<file path="src/rtl/mem_bus_arbiter_rr.sv">
// mem_bus_arbiter_rr: N-port round-robin arbiter and multiplexer for the
// shared memory bus. Bottom masters bid for ownership; the registered grant
// steers the owner's request to the single memory port and the memory's
// response back to the owner only. Handover between bidders happens in a
// single edge with no IDLE gap.
// Optional feature: define MEMBUS_ARB_TIMEOUT_EN to enable forced release of
// an owner that has held the bus for MAX_HOLD cycles while another port waits
// and no transaction is outstanding.
module mem_bus_arbiter_rr #(
  parameter int NUM_PORTS  = 2,
  parameter int DATA_WIDTH = 64,
  parameter int TAG_WIDTH  = 13,
  parameter int MAX_HOLD   = 64
) (
  input  logic                            clk,
  input  logic                            reset,
  input  logic [NUM_PORTS-1:0]            bot_bid,
  input  logic [NUM_PORTS-1:0]            bot_reqcyc,
  input  logic [NUM_PORTS*DATA_WIDTH-1:0] bot_req,
  input  logic [NUM_PORTS*TAG_WIDTH-1:0]  bot_reqtag,
  input  logic [NUM_PORTS-1:0]            bot_respack,
  output logic [NUM_PORTS-1:0]            bot_reqack,
  output logic [NUM_PORTS-1:0]            bot_respcyc,
  output logic [NUM_PORTS*DATA_WIDTH-1:0] bot_resp,
  output logic                            top_bid,
  output logic                            top_reqcyc,
  output logic                            top_respack,
  output logic [DATA_WIDTH-1:0]           top_req,
  output logic [TAG_WIDTH-1:0]            top_reqtag,
  input  logic                            top_reqack,
  input  logic                            top_respcyc,
  input  logic [DATA_WIDTH-1:0]           top_resp,
  output logic [NUM_PORTS-1:0]            grant,
  output logic [$clog2(NUM_PORTS)-1:0]    owner
);

  localparam int OW = $clog2(NUM_PORTS);

  typedef enum logic {IDLE, BUSY} state_t;

  state_t               state_q, state_d;
  logic [OW-1:0]        owner_q, owner_d;
  logic [OW-1:0]        last_q, last_d;
  logic [NUM_PORTS-1:0] grant_q, grant_d;
  logic [OW:0]          pick_idle, pick_busy;
  logic                 force_rel;

  // First bidder scanning from ptr+1 around the ring; MSB flags "found".
  function automatic logic [OW:0] rr_pick(input logic [OW-1:0]        ptr,
                                          input logic [NUM_PORTS-1:0] bids);
    logic          found;
    logic [OW-1:0] idx;
    logic [OW-1:0] cand;
    found = 1'b0;
    idx   = '0;
    for (int i = 1; i <= NUM_PORTS; i++) begin
      cand = OW'((int'(ptr) + i) % NUM_PORTS);
      if (!found && bids[cand]) begin
        found = 1'b1;
        idx   = cand;
      end
    end
    return {found, idx};
  endfunction

  // From IDLE the scan starts after the rotation pointer; on handover the
  // current owner is masked so the scan naturally starts after it.
  assign pick_idle = rr_pick(last_q, bot_bid);
  assign pick_busy = rr_pick(owner_q, bot_bid & ~grant_q);

`ifdef MEMBUS_ARB_TIMEOUT_EN
  localparam int HW = $clog2(MAX_HOLD + 1);

  logic [HW-1:0] hold_q, hold_d;
  logic          txn_open_q;
  logic          resp_prev_q;

  // Preempt only when the hold budget is spent, someone is waiting and no
  // response is still owed to the current owner.
  assign force_rel = (hold_q >= HW'(MAX_HOLD)) && pick_busy[OW] && !txn_open_q;

  // Hold counter: restarts on every grant change, saturates while BUSY.
  always_comb begin
    hold_d = hold_q;
    if (grant_d != grant_q)                              hold_d = '0;
    else if (state_q == BUSY && hold_q < HW'(MAX_HOLD))  hold_d = hold_q + 1'b1;
  end

  // Hold counter and open-transaction tracking registers.
  always_ff @(posedge clk) begin
    if (reset) begin
      hold_q      <= '0;
      txn_open_q  <= 1'b0;
      resp_prev_q <= 1'b0;
    end else begin
      hold_q      <= hold_d;
      resp_prev_q <= top_respcyc;
      // A transaction closes once the response burst has ended (1 then 0).
      if (top_reqcyc && top_reqack)        txn_open_q <= 1'b1;
      else if (resp_prev_q && !top_respcyc) txn_open_q <= 1'b0;
    end
  end
`else
  assign force_rel = 1'b0;
`endif

  // Next-state logic: arbitration in IDLE, release/handover in BUSY.
  always_comb begin
    // NOTE: every output of this block gets a default first, so no path can
    // leave a signal unassigned and infer a latch.
    state_d = state_q;
    owner_d = owner_q;
    last_d  = last_q;
    grant_d = grant_q;
    case (state_q)
      IDLE: begin
        if (pick_idle[OW]) begin
          state_d = BUSY;
          owner_d = pick_idle[OW-1:0];
          grant_d = {{(NUM_PORTS-1){1'b0}}, 1'b1} << pick_idle[OW-1:0];
        end
      end
      BUSY: begin
        if (!bot_bid[owner_q] || force_rel) begin
          last_d = owner_q;
          if (pick_busy[OW]) begin
            owner_d = pick_busy[OW-1:0];
            grant_d = {{(NUM_PORTS-1){1'b0}}, 1'b1} << pick_busy[OW-1:0];
          end else begin
            state_d = IDLE;
            owner_d = '0;
            grant_d = '0;
          end
        end
      end
    endcase
  end

  // Arbitration state registers with synchronous reset.
  always_ff @(posedge clk) begin
    // NOTE: state registers use non-blocking assignments so every flop
    // samples the values from before the edge, independent of block order.
    if (reset) begin
      state_q <= IDLE;
      owner_q <= '0;
      last_q  <= OW'(NUM_PORTS - 1);
      grant_q <= '0;
    end else begin
      state_q <= state_d;
      owner_q <= owner_d;
      last_q  <= last_d;
      grant_q <= grant_d;
    end
  end

  // Routing steered purely by the registered one-hot grant.
  always_comb begin
    top_bid     = 1'b0;
    top_reqcyc  = 1'b0;
    top_respack = 1'b0;
    top_req     = '0;
    top_reqtag  = '0;
    bot_reqack  = '0;
    bot_respcyc = '0;
    bot_resp    = '0;
    for (int i = 0; i < NUM_PORTS; i++) begin
      if (grant_q[i]) begin
        top_bid     = top_bid     | bot_bid[i];
        top_reqcyc  = top_reqcyc  | bot_reqcyc[i];
        top_respack = top_respack | bot_respack[i];
        top_req     = top_req     | bot_req[i*DATA_WIDTH +: DATA_WIDTH];
        top_reqtag  = top_reqtag  | bot_reqtag[i*TAG_WIDTH +: TAG_WIDTH];
        bot_reqack[i]  = top_reqack;
        bot_respcyc[i] = top_respcyc;
        bot_resp[i*DATA_WIDTH +: DATA_WIDTH] = top_resp;
      end
    end
  end

  assign grant = grant_q;
  assign owner = owner_q;

endmodule
</file>
<file path="config.mk">
export PLATFORM = sky130hd
export DESIGN_NAME = mem_bus_arbiter_rr
export DESIGN_NICKNAME = d
export VERILOG_FILES = /design/src/rtl/mem_bus_arbiter_rr.sv
export SDC_FILE = /design/constraint.sdc
export NUM_CORES = 1
export LEC_CHECK = 0
export ABC_CLOCK_PERIOD_IN_PS = 2700
export BUFFER_PORTS_ARGS = -buffer_cell sky130_fd_sc_hd__buf_2
export CAP_MARGIN = 20
export CORE_AREA = 3 3 169 171
export CTS_BUF_LIST = sky130_fd_sc_hd__clkbuf_4 sky130_fd_sc_hd__clkbuf_8
export CTS_CLUSTER_DIAMETER = 60
export DETAILED_ROUTE_END_ITERATION = 10
export DIE_AREA = 0 0 172 174
export PLACE_DENSITY = 0.3
export SLEW_MARGIN = 20
export SYNTH_ARGS = -nofsm -noshare
export SYNTH_HDL_FRONTEND = slang
export SYNTH_SLANG_ARGS = --single-unit
</file>
<file path="constraint.sdc">
create_clock -name clk -period 2.7 [get_ports clk]
set_clock_uncertainty 0.2 [all_clocks]
set_input_delay 0.405 -clock clk [delete_from_list [all_inputs] [get_ports clk]]
set_output_delay 0.405 -clock clk [all_outputs]
set_load 0.005 [all_outputs]
</file>
-- Word level (Yosys, flattened, before mapping)
Index checks and enable logic that the tools add are counted.
- bits in registers: 5
- input port bits: 228
- output and inout bits: 215
- logic and storage cells: 78
- add/subtract/negate cells: 4
- magnitude comparators: 5
- eq/ne operators: 2
- shift operators: 2
- mux-type cells: 46
- bitwise logic cells: 9
- reduce and logical (&&, ||, !) cells: 6
- operators by type and width (cell ; number):
    $mux W64 ; 4
    $or A64 B64 Y64 ; 1
    $mux W1 ; 34
    $mux W13 ; 2
    $or A13 B13 Y13 ; 1
    $lt A1 B2 Y1 const B ; 5
    $mux W2 ; 3
    $add A1 B1 Y1 const B ; 4
    $ne A2 B2 Y1 const B ; 2
    $pmux W1 S2 ; 2
    $pmux W2 S2 ; 1
    $reduce_and A2 Y1 ; 2
    $shl A1 B1 Y2 const A ; 2
    $or A1 B1 Y1 ; 3
    $and A2 B2 Y2 ; 1
    $logic_and A1 B1 Y1 ; 2
    $logic_not A1 Y1 ; 2
    $not A1 Y1 ; 2
    $not A2 Y2 ; 1

-- Longest topological paths before layout
Gate-level depths: netlist (run 1).
- depth after elaboration: 12
- mapped depth: 5
- mapped depth without buffers: 3

-- Least setup slack after synthesis (run 1)
Ideal clock, no wire load.
- kind: reg-to-output
- from: register owner (netlist name)
- to: output port top_req[0]
- arrival time: 0.914 ns
- data required time: 2.095 ns
- path slack: 1.181 ns
- stages on the path, launching flop included: 4
- path buffers: 2
- path through: dfxtp_1 buf_6 buf_2 a22o_1
- RTL lines (element ; line ; source):
    to (decl) ; 28 ; output logic [DATA_WIDTH-1:0] top_req,

-- Worst setup path in the final report (run 1)
- from: register grant_q[0], in the netlist grant[0]
- to: output port top_req[17]
- longest elaborated chain between the ends: 3
- RTL lines (element ; line ; source):
    from (decl) ; 44 ; logic [NUM_PORTS-1:0] grant_q, grant_d;
    from (signal assigned) ; 152 ; grant_q <= grant_d;
    $mux W64 * ; 167 ; if (grant_q[i]) begin
    $or A64 B64 Y64 ; 171 ; top_req = top_req | bot_req[i*DATA_WIDTH +: DATA_WIDTH];
    $mux W64 * ; 167 ;
Every way passes the cells marked *; elsewhere a longest branch is shown, timed or not.

==> key figures, run 1 <==
Timing
  – RSZ-0062 raised after global routing: false
  – Fin Setup TNS: 0 ns
  – FMAX: 0.524 GHz
  – Max-slew violations: 0
  – Final Setup Violations: 0
  – Worst-margin pin slew: 0.392 ns
  – Rel. slew slack: 0.739
  – Minimum clock period: 1.91 ns
  – Final Hold Viols: 0
  – Crit share post-route: 0.707

Setup path
  – Flop2flop setup slack: 1.31 ns
  – WP data required: 2.10 ns
  – R2r startpoint: owner$_SDFFE_PP0P_
  – Crit. Startpoint: grant[0]$_SDFFE_PP0P_
  – Worst setup SP type: register
  – Kind of critical path: reg -> out
  – Crit-path cells: buf_12 > a22o_1 > buf_2
  – Reg2reg path depth: 4
  – Largest stage delay, worst path: 0.36 ns
  – Arrival @ worst endpoint: 1.30 ns
  – RR Endpoint: grant[0]$_SDFFE_PP0P_
  – CP max stage cell: dfxtp_4
  – CP Max Fanout: 90
  – CP endpoint kind: output port

Finish
  – # nets final: 917
  – N_diodes: 0
  – Area Overhead vs Synth: 135%
  – Commonest non-fill, non-tap cell in the layout: buf_2
  – Commonest cells after routing, fill and taps aside: buf_2 (442), and2_1 (133), a22o_1 (80)
  – Share of layout cells above drive strength 1: 0.658
  – Fillcell total: 3138
  – Post-layout util: 0.167
  – Design area: ~4500 um^2

Drt
  – Vias per inst: 3.51
  – DR WL/cell: between 10 and 15 um
  – Wl on met1: slightly below 5 mm
  – WL met2: 7.76 mm
  – First-iteration detailed-routing DRC count: 67
  – Routed Antenna Nets: 0
  – Met3 wire len: 1.19 mm
  – Total length of routed wires: roughly 14 mm
  – Highest routed layer: met5
  – Vias: 3613
  – Drt first pass iters: 4
  – DRC viols: 0

Yosys
  – Mapped Area: 1920 um^2
  – Area share of the largest cell type after synthesis: 0.434
  – Top cells by area, synth: and2_1 (43%), a22o_1 (37%), dfxtp_1 (4.2%)
  – Cell count after synthesis: roughly 270
  – Avg Cell Area, Syn: 7.08 um^2
  – #FFs+latches synth: 4
  – Syn Nets: 499
  – Distinct cells, synth: 22
  – Largest area contributor in the synthesized netlist: and2_1
  – Sequential area share after synthesis: 0.0417
  – Synth Warn #: 0

Clocking
  – Postcts setup bufs: 0
  – Cts bufs inserted: 3
  – Hold buffers post-CTS: 0
  – CTS clk-pin slew, worst paths: 0.03 ns
  – PostCTS Resize Cnt: 0
  – CTS tree: built
  – CTS Buffer Depth: 2
  – CTS Root Cell: clkbuf_8
  – Worst skew pair latency: around 0.21 ns
  – CTS sink count: 4
  – Max H-tree Level: 1

Min path
  – Hold crit path type: in -> reg
  – WHS Path Cells: 2
  – HP Start: reset
  – Hold Path Sink: grant[0]$_SDFFE_PP0P_

Floorplan
  – Die Span Y: roughly 170 um
  – Core Area: 27000 um^2
  – IO Count: 443
  – Die X: around 170 um
  – Initial core utilization: 0.0710
  – Die Area: 29900 um^2
  – Row count: 60

GRT
  – All-Layer GR Usage: 0.0783
  – Global-route wire length before repair: approximately 19 mm
  – Total gr overflow: 0
  – Number of global-route vias before repair: 3334
  – Initial antenna violation count: 2
  – Largest net degree at the start of global routing: 91

Place
  – Gp weighted congestion: 0.775
  – IO Port Bufs: 442
  – Placed cell areas: 4460 um^2

Pwr
  – Maximum vdd ir drop: 0.000134 V
  – Logic gate share of total power: 0.780
  – Leak: 0.00282 uW
  – Switching share of power: 0.389
  – Sequential share of power: 0.081
  – P_int: 539 uW
  – Pwr/cell area: 196 nW/um^2
  – P_sw: 343 uW
  – Clk pwr share: 0.138

Outcome
  – Run status: finished clean

Flow run
  – Max_cap viols: 0
routing by layer:
layer	vias up	track usage
met5	-	0
met2	231	0.171
met3	8	0.0130
met4	4	0.00299
li1	1792	-
met1	1578	0.0777
cell type report:
class,count,area (um^2),area share
Sequential cell,4,87.6,0.0195
Clock buffer,3,41.3,0.00917
Tap cell,341,427,0.0948
Inverter,2,7.51,0.00167
Multi-Input combinational cell,232,1650,0.366
Timing Repair Buffer,446,2290,0.509
critical path, delay by kind of cell (launching register included):
kind	cells	cell delay (ns)
buf+inv	2	0.35
flops	1	0.36
compound gates	1	0.25
power groups by stage:
stage               clock network (uW)  logic (uW)  registers, uW
floorplan                            0         292           72.4
global placement                     0         716           72.9
detailed placement                   0         701           72.6
CTS                                128         703           71.8
global route                       134         766           73.1
finish                             122         689           71.7
synth_stat cells (all sizes together):
cell / number
a31oi: 2
nand3: 1
o211ai: 1
and3: 1
buf: 19
nor3b: 1
a22o: 80
dfxtp: 4
and4b: 1
nand2: 1
a21oi: 4
clkbuf: 14
and2: 133
o21bai: 1
nand2b: 1
o21ai: 3
inv: 2
nor2: 2
stage by stage:
stage	worst slack (ns)	hold slack [ns]	power, uW	instances
after floorplan	1.18	0.274	364	271
after global placement	1.01	0.366	789	1025
after detailed placement	1.02	0.346	773	1025
after CTS	0.793	0.202	903	1028
after global routing	0.719	0.231	973	1028
final	0.790	0.207	883	1028
how the worst max path moves through the flow:
stage | end | slack (ns) | depth (start not counted)
2_1_floorplan | top_req[0] | 1.18 | 3
3_3_place_gp | top_req[17] | 1.01 | 3
3_5_place_dp | top_req[17] | 1.02 | 3
4_1_cts | top_req[17] | 0.79 | 3
5_1_grt | top_req[17] | 0.72 | 3
6_report | top_req[17] | 0.79 | 3
cells by family (layout without fill, tap and decap cells):
| logic type | Yosys count | count (layout) | share of synthesized area |
|---|---|---|---|
| buf+inv | 35 | 451 | 0.0998 |
| flops | 4 | 4 | 0.0417 |
| simple gates | 141 | 141 | 0.461 |
| compound gates | 91 | 91 | 0.398 |
sequential cells by signal (all words and copies together) (netlist names):
| name | count |
|---|---|
| grant | 1 |
| last_q | 1 |
| owner | 1 |
| state_q | 1 |
Note: power is estimated with default switching activity, not from simulation.
==> run 2, diff against run 1 <==
--- a/config.mk
+++ b/config.mk
@@ -5,14 +5,14 @@
 export SDC_FILE = /design/constraint.sdc
 export NUM_CORES = 1
 export LEC_CHECK = 0
-export ABC_CLOCK_PERIOD_IN_PS = 2700
+export ABC_CLOCK_PERIOD_IN_PS = 1590
 export BUFFER_PORTS_ARGS = -buffer_cell sky130_fd_sc_hd__buf_2
 export CAP_MARGIN = 20
-export CORE_AREA = 3 3 169 171
+export CORE_AREA = 3 3 172 174
 export CTS_BUF_LIST = sky130_fd_sc_hd__clkbuf_4 sky130_fd_sc_hd__clkbuf_8
 export CTS_CLUSTER_DIAMETER = 60
 export DETAILED_ROUTE_END_ITERATION = 10
-export DIE_AREA = 0 0 172 174
+export DIE_AREA = 0 0 175 177
 export PLACE_DENSITY = 0.3
 export SLEW_MARGIN = 20
 export SYNTH_ARGS = -nofsm -noshare
==> constraint.sdc (replaced) <==
create_clock -name clk -period 1.59 [get_ports clk]
set_clock_uncertainty 0.2 [all_clocks]
set_input_delay 0.2385 -clock clk [delete_from_list [all_inputs] [get_ports clk]]
set_output_delay 0.2385 -clock clk [all_outputs]
set_load 0.005 [all_outputs]
==> run 2 against run 1 <==
Compared with the run above:
- the run now ends with negative setup slack left
- setup slack got worse by 0.89 ns
- combinational power increased by 130%
- routed wire length increased by 35%
- highest routed layer is now met4
- total power increased by 120%
- final cell count increased by 7.0%
- critical path depth increased by 1
- clock-buffer cell count increased by 1
- final area increased by 20%
- sequential power increased by 76%
- critical path type unchanged
- die area increased by 3.5%
- first-iteration DRC count increased by 54%
- largest power group unchanged
- clock power increased by 97%
==> key figures, run 2 (synthesis results as in run 1) <==
Drt
  – Routed Antenna Nets: 0 (unchanged)
  – Vias per inst: 3.52 (+0.28%)
  – DR WL/cell: 17.0 um (+26%)
  – First-iteration detailed-routing DRC count: 103 (+54%)
  – Vias: 3877 (+7.3%)
  – Total length of routed wires: 18.7 mm (+35%)
  – DRC viols: 0 (unchanged)
  – Drt first pass iters: 4 (unchanged)

Place
  – Pre-CTS setup slack: 0.0759 ns (-0.946 ns)
  – Gp weighted congestion: 0.741 (-4.3%)
  – Placed Instances: 1065 (+3.9%)
  – Dpl hpwl: 12.5 mm
  – IO Port Bufs: 442 (unchanged)

Timing
  – Worst-margin pin slew: 0.272 ns (-0.120 ns)
  – Final Hold Viols: 0 (unchanged)
  – Rel. slew slack: 0.819 (+0.0797)
  – Minimum clock period: 1.69 ns
  – FMAX: 0.593 GHz
  – Crit share post-route: 1.06
  – Final worst setup slack: -0.0963 ns (-0.887 ns)
  – Max-slew violations: 0 (unchanged)
  – Final Setup Violations: 189 (+189)
  – Hold slack: 0.0359 ns (-0.172 ns)
  – RSZ-0062 raised after global routing: true

Setup path
  – CP Max Fanout: 9 (-90%)
  – Largest stage delay, worst path: 0.37 ns (about the same)
  – Bufs and invs on worst path: 3 (+1)
  – Arrival @ worst endpoint: 1.25 ns (-0.05 ns)
  – WP data required: 1.15 ns (-0.95 ns)
  – CP max stage cell: dfxtp_4
  – CP delay by family, top: buffers and inverters
  – Crit-path cells: buf_12 > buf_16 > a22o_1 > buf_2
  – CP endpoint kind: output port
  – Worst setup SP type: register
  – Kind of critical path: reg -> out

Pwr
  – Pwr Total: 1980 uW (+120%)
  – Leak: 0.00319 uW (+13%)
  – Maximum vdd ir drop: 0.000263 V (+96%)
  – Pwr/cell area: 365 nW/um^2 (+86%)

Finish
  – Area Overhead vs Synth: 183%
  – Share of layout cells above drive strength 1: 0.702 (+0.0439)
  – Final Non-Filler Cells: 1100 (+7.0%)
  – Fillcell total: 3205 (+2.1%)
  – Area of the multi-input gates: 1700 um^2 (+3.0%)
  – Commonest cells after routing, fill and taps aside: buf_2 (423), and2_1 (113), a22o_1 (80)
  – Commonest non-fill, non-tap cell in the layout: buf_2
  – # nets final: 950 (+3.6%)
  – FF+latch area: 87.6 um^2 (unchanged)

Clocking
  – CTS tree: built
  – CTS sink count: 4 (unchanged)
  – CTS clk-pin slew, worst paths: 0.03 ns (about the same)
  – CTS Buffer Depth: 2 (unchanged)
  – Cts bufs inserted: 3 (unchanged)
  – Max H-tree Level: 1 (unchanged)
  – CTS Root Cell: clkbuf_8
  – Worst skew pair latency: 0.22 ns (about the same)
  – Hold buffers post-CTS: 0 (unchanged)

Floorplan
  – Initial core utilization: 0.0687 (-0.00231)
  – Die Area: 31000 um^2 (+3.5%)
  – Core Area: 27900 um^2 (+3.4%)
  – Die Span Y: 177 um (+1.7%)
  – IO Count: 443 (unchanged)
  – Row count: 61 (+1.7%)
  – Die X: 175 um (+1.7%)

GRT
  – Total gr overflow: 0 (unchanged)
  – Largest net degree at the start of global routing: 61 (-33%)
  – All-Layer GR Usage: 0.0926 (+0.0142)
  – Initial antenna violation count: 2 (unchanged)
  – Global-route wire length before repair: 22.4 mm (+21%)
  – Number of global-route vias before repair: 3684 (+10%)

Outcome
  – Violated checks: negative setup slack
  – Run status: finished, violations left

Flow run
  – Max_cap viols: 0 (unchanged)

Min path
  – Hold crit path type: in -> reg
## run 2: metal layers
layer  track usage  up-vias  routed length [um]
met1         0.104     1739                7110
met3        0.0157       12                1250
li1              -     1875                   -
met4       0.00665        0                 179
met5             0        -                   0
met2         0.188      251               10200
## run 2: path summary, 6_finish.rpt
check | start | end | slack, ns | cells after the start
hold / removal | reset | owner$_SDFFE_PP0P_ | 0.04 | 2
setup reg to reg | grant[0]$_SDFFE_PP0P_ | grant[0]$_SDFFE_PP0P_ | 0.13 | 5
setup / recovery | grant[0]$_SDFFE_PP0P_ | top_req[44] | -0.1 | 4
hold reg to reg | last_q$_SDFFE_PP1P_ | last_q$_SDFFE_PP1P_ | 0.37 | 2
## run 2: cell type report
cell class	instances	area share
timing repair buffer	479	0.573
multi-input combinational	232	0.313
tap	378	0.0872
sequential	4	0.0162
clock buffer	4	0.00900
inverter	2	0.00138
antenna	1	0.000461
## run 2: power by group
group	leakage [uW]	internal, uW	switching (uW)
clock network	0.0000262	188	51.9
logic	0.00313	934	677
registers	0.0000346	110	16.1
total	0.00319	1230	745
## run 2: timing repair
| action | in CTS | in global routing |
|---|---|---|
| setup endpoints to repair | 175 | 214 |
| resized for setup | 22 | 47 |
| hold endpoints to repair | 0 | 0 |
| pin swaps | 19 | 25 |
| setup buffers | 6 | 3 |
| gates cloned | 8 | 13 |
## run 2: stage by stage
stage / area [um^2] / TNS [ns] / utilization
4_1_cts: 4910 / -10.55 / 0.176
3_3_place_gp: 4530 / 0 / 0.162
6_report: 5420 / -7.75 / 0.194
5_1_grt: 5420 / -18.27 / 0.194
3_5_place_dp: 4530 / 0 / 0.162
2_1_floorplan: 1920 / 0 / -
